===== src/rtl/icmp_encode_stream.sv =====
// icmp_encode_stream: prepends a 4- or 8-byte ICMP header to a ready/valid payload stream.
// Latency: first header word 1 clk after start; each payload word 1 clk after acceptance.
// Backpressure: output word held while out_ready is low; in_ready = out_ready | ~out_valid in payload phase.
module icmp_encode_stream #(
  parameter int AVL_SIZE  = 8,
  parameter int ECHO_HDR  = 0,
  parameter int BYTE_SIZE = 8,
  parameter int EMPTY_W   = ((AVL_SIZE / BYTE_SIZE) > 1) ? $clog2(AVL_SIZE / BYTE_SIZE) : 1
) (
  input  logic                clk,
  input  logic                reset,
  input  logic                start,
  input  logic [7:0]          icmp_type,
  input  logic [7:0]          code,
  input  logic [15:0]         checksum,
  input  logic [15:0]         identifier,
  input  logic [15:0]         icmp_sequence,
  input  logic [AVL_SIZE-1:0] in_data,
  input  logic                in_valid,
  input  logic                in_eop,
  input  logic [EMPTY_W-1:0]  in_empty,
  output logic                in_ready,
  output logic [AVL_SIZE-1:0] out_data,
  output logic                out_valid,
  output logic                out_sop,
  output logic                out_eop,
  output logic [EMPTY_W-1:0]  out_empty,
  input  logic                out_ready,
  output logic                busy
);

  localparam int HDR_BYTES = 4 + 4 * ECHO_HDR;
  localparam int HDR_BITS  = HDR_BYTES * BYTE_SIZE;
  localparam int HDR_WORDS = HDR_BITS / AVL_SIZE;
  localparam int CNT_W     = $clog2(HDR_WORDS) + 1;
  localparam logic [CNT_W-1:0] LAST_HDR = CNT_W'(HDR_WORDS - 1);

  typedef enum logic [1:0] {IDLE, HDR, PAY} state_t;

  state_t              state;
  logic [HDR_BITS-1:0] hdr_fields;
  logic [HDR_BITS-1:0] hdr_reg;
  logic [HDR_BITS-1:0] hdr_shift;
  logic [CNT_W-1:0]    cnt;
  logic                eop_taken;   // eop word accepted, waiting for it to leave
  logic                xfer;
  logic                accept;

  // Header layout is MSB-first so the first byte on the wire is the ICMP type.
  generate
    if (ECHO_HDR != 0) begin : g_echo
      assign hdr_fields = {icmp_type, code, checksum, identifier, icmp_sequence};
    end else begin : g_plain
      logic unused_echo;
      assign unused_echo = ^{identifier, icmp_sequence};
      assign hdr_fields  = {icmp_type, code, checksum};
    end
  endgenerate

  assign hdr_shift = hdr_reg << AVL_SIZE;
  assign xfer      = out_valid & out_ready;
  // Only take payload when the output register is free or emptying this cycle.
  assign in_ready  = (state == PAY) & ~eop_taken & (out_ready | ~out_valid);
  assign accept    = in_valid & in_ready;
  assign busy      = (state != IDLE);

  // Packet FSM: header serialisation, payload forwarding and the registered output stage.
  always_ff @(posedge clk or posedge reset) begin
    if (reset) begin
      state     <= IDLE;
      hdr_reg   <= '0;
      cnt       <= '0;
      eop_taken <= 1'b0;
      out_data  <= '0;
      out_valid <= 1'b0;
      out_sop   <= 1'b0;
      out_eop   <= 1'b0;
      out_empty <= '0;
    end else begin
      case (state)
        IDLE: begin
          if (start) begin
            hdr_reg   <= hdr_fields;
            cnt       <= '0;
            eop_taken <= 1'b0;
            state     <= HDR;
            out_data  <= hdr_fields[HDR_BITS-1 -: AVL_SIZE];
            out_valid <= 1'b1;
            out_sop   <= 1'b1;
            out_eop   <= 1'b0;
            out_empty <= '0;
          end
        end

        HDR: begin
          if (xfer) begin
            hdr_reg <= hdr_shift;
            cnt     <= cnt + CNT_W'(1);
            out_sop <= 1'b0;
            if (cnt == LAST_HDR) begin
              // Header fully sent; payload starts from an empty output register.
              state     <= PAY;
              out_valid <= 1'b0;
            end else begin
              out_data <= hdr_shift[HDR_BITS-1 -: AVL_SIZE];
            end
          end
        end

        PAY: begin
          if (accept) begin
            out_data  <= in_data;
            out_eop   <= in_eop;
            out_empty <= in_empty;
            out_sop   <= 1'b0;
            out_valid <= 1'b1;
            if (in_eop) begin
              eop_taken <= 1'b1;
            end
          end else if (xfer) begin
            out_valid <= 1'b0;
            if (out_eop) begin
              // Last word of the packet has left; a new start is honoured from next cycle.
              state     <= IDLE;
              eop_taken <= 1'b0;
              out_eop   <= 1'b0;
              out_empty <= '0;
            end
          end
        end

        default: begin
          state <= IDLE;
        end
      endcase
    end
  end

endmodule


===== config.mk =====
export PLATFORM = sky130hd
export DESIGN_NAME = icmp_encode_stream
export DESIGN_NICKNAME = d
export VERILOG_FILES = /design/src/rtl/icmp_encode_stream.sv
export SDC_FILE = /design/constraint.sdc
export NUM_CORES = 1
export LEC_CHECK = 0
export BUFFER_PORTS_ARGS = -buffer_cell sky130_fd_sc_hd__buf_2
export CAP_MARGIN = 20
export CORE_MARGIN = 5
export CORE_UTILIZATION = 51
export CTS_CLUSTER_DIAMETER = 120
export DETAILED_ROUTE_END_ITERATION = 8
export GPL_ROUTABILITY_DRIVEN = 0
export GPL_TIMING_DRIVEN = 0
export PLACE_DENSITY = 0.9
export SLEW_MARGIN = 20
export SYNTH_ARGS = -nofsm -noshare
export SYNTH_HDL_FRONTEND = slang
export SYNTH_SLANG_ARGS = --single-unit

===== constraint.sdc =====
create_clock -name clk -period 3.9 [get_ports clk]
set_input_delay 0.585 -clock clk [delete_from_list [all_inputs] [get_ports clk]]
set_output_delay 0.585 -clock clk [all_outputs]
set_load 0.01 [all_outputs]

* After elaboration in Yosys (flattened, before gate mapping)
Index checks and enable logic that the tools add are counted.
** Word-level totals
- Bits in registers :: 42
- Bits of input ports :: 79
- Output and inout bits :: 14
** Cells by class
- Add/sub/neg operators :: 1
- Eq/ne operators :: 14
- Mux-type cells :: 36
- Bitwise logic cells :: 7
- Reductions and logical operators :: 13
** Operators by type and width (number)
- 2-to-1 mux 24 bit :: 2
- case mux 24 bit (2 select lines) :: 1
- 2-to-1 mux 8 bit :: 4
- case mux 8 bit (3 select lines) :: 1
- inequality test 2 bit (second input constant) :: 8
- AND reduction 5 bit :: 3
- 2-to-1 mux 1 bit :: 13
- 2-to-1 mux 2 bit :: 6
- inequality test 3 bit (second input constant) :: 3
- AND reduction 4 bit :: 2
- 2-to-1 mux 3 bit :: 2
- case mux 1 bit (2 select lines) :: 3
- case mux 1 bit (3 select lines) :: 2
- case mux 2 bit (3 select lines) :: 1
- case mux 3 bit (2 select lines) :: 1
- AND reduction 3 bit :: 2
- AND reduction 6 bit :: 1
- nonzero test 2 bit :: 3
- bitwise AND 1 bit :: 4
- adder 3 x 1 -> 3 bit (second input constant) :: 1
- equality test 3 x 2 -> 1 bit (second input constant) :: 1
- nonzero test 3 bit :: 1
- equality test 2 x 1 -> 1 bit (second input constant) :: 1
- equality test 2 bit (second input constant) :: 1
- other kinds (3) :: 4

* Longest topological paths before layout
- Word-level depth :: 6
- Gate-level depth with buffers :: 8

* Least setup slack after synthesis
OpenSTA, ideal clock, no wires.
- Path type :: register to register
- Start point :: reg state[0]
- End point :: reg out_data[0]
- Setup time :: 0.125 ns
- Arrival :: 1.620 ns
- Slack :: 2.156 ns
- Cell stages (with the launch flop) :: 7
- Buffers on the path :: 0
- Clock period less this slack :: 1.744 ns
- Cells stage by stage :: dfrtp_1 -> inv_1 -> ha_1 -> and2b_4 -> a211oi_4 -> nand3_4 -> mux2_2
** On the way
- Word-level cells in the longest chain between the ends :: 6
** Ends and longest elaborated chain
- start, declared :: line 40 : state_t state;
- start signal, assigned :: line 70 : state <= IDLE;
- start signal, assigned :: line 86 : state <= HDR;
- start signal, assigned :: line 102 : state <= PAY;
- equality test 2 bit :: line 63, 80
- bitwise AND 1 bit (2 in a row) :: line 63 : assign in_ready = (state == PAY) & ~eop_taken & (out_ready | ~out_valid);
- bitwise AND 1 bit :: line 64 : assign accept = in_valid & in_ready;
- inequality test 2 bit (no line)
- AND reduction 5 bit (no line)
- end signal, assigned :: line 87 : out_data <= hdr_fields[HDR_BITS-1 -: AVL_SIZE];
- end signal, assigned :: line 105 : out_data <= hdr_shift[HDR_BITS-1 -: AVL_SIZE];
- end signal, assigned :: line 112 : out_data <= in_data;
- end, declared :: line 23 : output logic [AVL_SIZE-1:0] out_data,
Parallel ways exist; a longest one is shown, timed or not.
A chain may end at the register's enable or synchronous reset.

* Worst setup path after layout
- Start point :: reg state[1]
- End point :: reg out_data[2]
Same word-level chain as after synthesis.

==> flow_summary.ini <==
[status]
outcome = complete, no violations

[timing]
final_max_slew_viol_count = 0
fin_crit_ps = 2000
tightest_slew_ps = 662
setup_viol_count_final = 0
finalHoldViolations = 0
rsz0062_at_grt = no
max_freq_ghz = 0.500
final.setup.tns_ps = 0
period_share_pct = 51.3
whs_ps = 215
relSlewSlack_pct = 55.6
skew_ps = 11.0

[critical_path]
crit_type = register to register
cp.arrival_ps = 2190
required_ps = 4080
critPathMaxFanout = 10
cp-end-kind = register
start_kind = register

[place]
dp_cells = 313
hpwlAfterDp_mm = 3.74
port_buffers = 60

[global_routing]
grt_pass1_wl_mm = 7.85
antenna_found_initial = 0
track_usage_pct = 18.2
grt_pass1_vias = 1787
overflow = 0
grt_start_max_net_pins = 33

[synth]
synth-seq-area-share_pct = 48.6
synth_seq_cells = 42
ys.flop_type = dfrtp_1
syn_inst = 202
yosys_warnings = 0
synth_edf_count = 0
synthArstFlopShare_pct = 100
ys_types = 32
mappedNetlistNets = 288
avgSynthCellArea_um2 = 10.7
syn_area_mm2 = 0.00216

[routing]
met3_length_um = 312
wl_mm = 4.81
maxUsedRoutingLayer = met4
drc = 0
routed-wl-met2_mm = 2.28
wl_met1_mm = 2.16
drtIter0Drc = 103
wire_per_inst_um = 15.0
vias_per_cell = 5.44
vias = 1745
first_pass_iters = 4
detail-route-antenna-nets = 0

[floorplan]
die_h_um = 75.1
fp.dieW_um = 75.1
ios = 93
initial_core_util_pct = 53.3
design.core.area_mm2 = 0.00406
die-area_mm2 = 0.00564
num_rows = 23

[power]
power_leakage_nw = 1.29
power_density_mw_per_mm2 = 813
ir_drop_mv = 0.382

[clock_tree]
cts_tree = yes
postCtsHoldBufs = 0
cts_buffers = 5
cts_root_buf = clkbuf_8
cts-resized-gates = 0
cts.sinks = 42
clk_pin_slew_ps = 80
clk_path_buf_depth = 2
h-tree-depth = 2
post-cts-setup-buffers = 0
clock_insertion_delay_worst_skew_ps = 290

[finish]
largest_reg_flops = 24
fin_nets = 356
n_antenna_cell = 0
final_util_pct = 65.5
syn_to_final_growth_pct = 22.8
stdcell_count = 321
drive_above_1_share_pct = 35.8

[hold_path]
hold_path.class = input port to async pin

[flow_run]
cap_violations = 0
==> synth_stat cells, types with 3 or more instances <==
master    count  area, µm²
mux2i_1      18        180
nand3_1       3       15.0
buf_2         8       40.0
mux2_2       11        124
a21oi_1      27        135
nor2_1       30        113
nand2b_1      4       25.0
a22o_1        8       70.1
ha_1          7       87.6
dfrtp_1      42       1050
a22oi_1       8       60.1
nand2_1       5       18.8
inv_1         9       33.8
==> stage by stage <==
stage	worst slack (ps)	instance area [µm²]	power, mW
floorplan	2160	2160	1.55
global placement	1820	2530	1.77
detailed placement	1910	2550	1.83
CTS	1900	2660	2.17
global route	1710	2660	2.34
finish	1900	2660	2.16
==> layer usage <==
metal / vias to the layer above / track usage [%]
met3: 10 / 3.34
met4: 0 / 5.83
met2: 55 / 29.0
met1: 827 / 25.2
li1: 853 / -
met5: - / 0
==> worst max-delay path, cell delays in order (launching register included) <==
cell and delay, ps:
dfrtp_1 410, inv_1 100, ha_1 280, buf_1 340
clkbuf_1 370, a21oi_1 130, mux2_2 280
==> layout make-up <==
| cell class | instances | area, µm² |
|---|---|---|
| timing repair buffer | 61 | 320 |
| clock inverter | 2 | 37.5 |
| multi-input combinational | 141 | 1030 |
| buffer | 10 | 47.5 |
| sequential | 42 | 1050 |
| clock buffer | 6 | 72.6 |
| fill | 326 | 1400 |
| inverter | 9 | 33.8 |
| tap | 50 | 62.6 |
==> path summary, 6_finish.rpt <==
check                         start           to  slack (ps)  cells past startpoint
max                        state[1]  out_data[2]        1900                      6
min                           reset    eop_taken         220                      2
max reg2reg                state[1]  out_data[2]        1900                      6
min reg2reg                  cnt[0]       cnt[0]         490                      1
max in group asynchronous     reset   hdr_reg[8]        3230                      3
min in group clk             cnt[0]       cnt[0]         490                      1
==> placed cells by master, fill, tap and decap left out, types with 2 or more instances in the layout <==
master and instances:
mux2_2 11, inv_1 8, clkbuf_1 2, nand3_1 3, a211oi_4 2, a21oi_1 27, a22o_1 8, ha_1 7
buf_2 68, nand2_1 5, clkbuf_8 5, nor2_1 30, a31oi_1 2, nand2b_1 4, dfrtp_1 42, mux2i_1 18
a22oi_1 8, o21ai_1 2
==> cell families (layout without fill, tap and decap cells) <==
group,after synthesis,after routing,share of synthesized area [%]
AO/OA/AOI/OAI,57,57,18.7
AND/OR/NAND/NOR,48,48,10.9
flip-flops,42,42,48.6
multiplexers,29,29,14.1
buffers and inverters,19,88,3.76
adder cells (fa/ha/maj),7,7,4.05
==> report_power, final <==
part | total, mW | internal [mW] | switching [mW]
Clock | 0.337 | 0.191 | 0.146
Sequential | 0.754 | 0.638 | 0.116
Combinational | 1.07 | 0.488 | 0.580
Total | 2.16 | 1.32 | 0.842
Power figures use the tool's default switching activity.
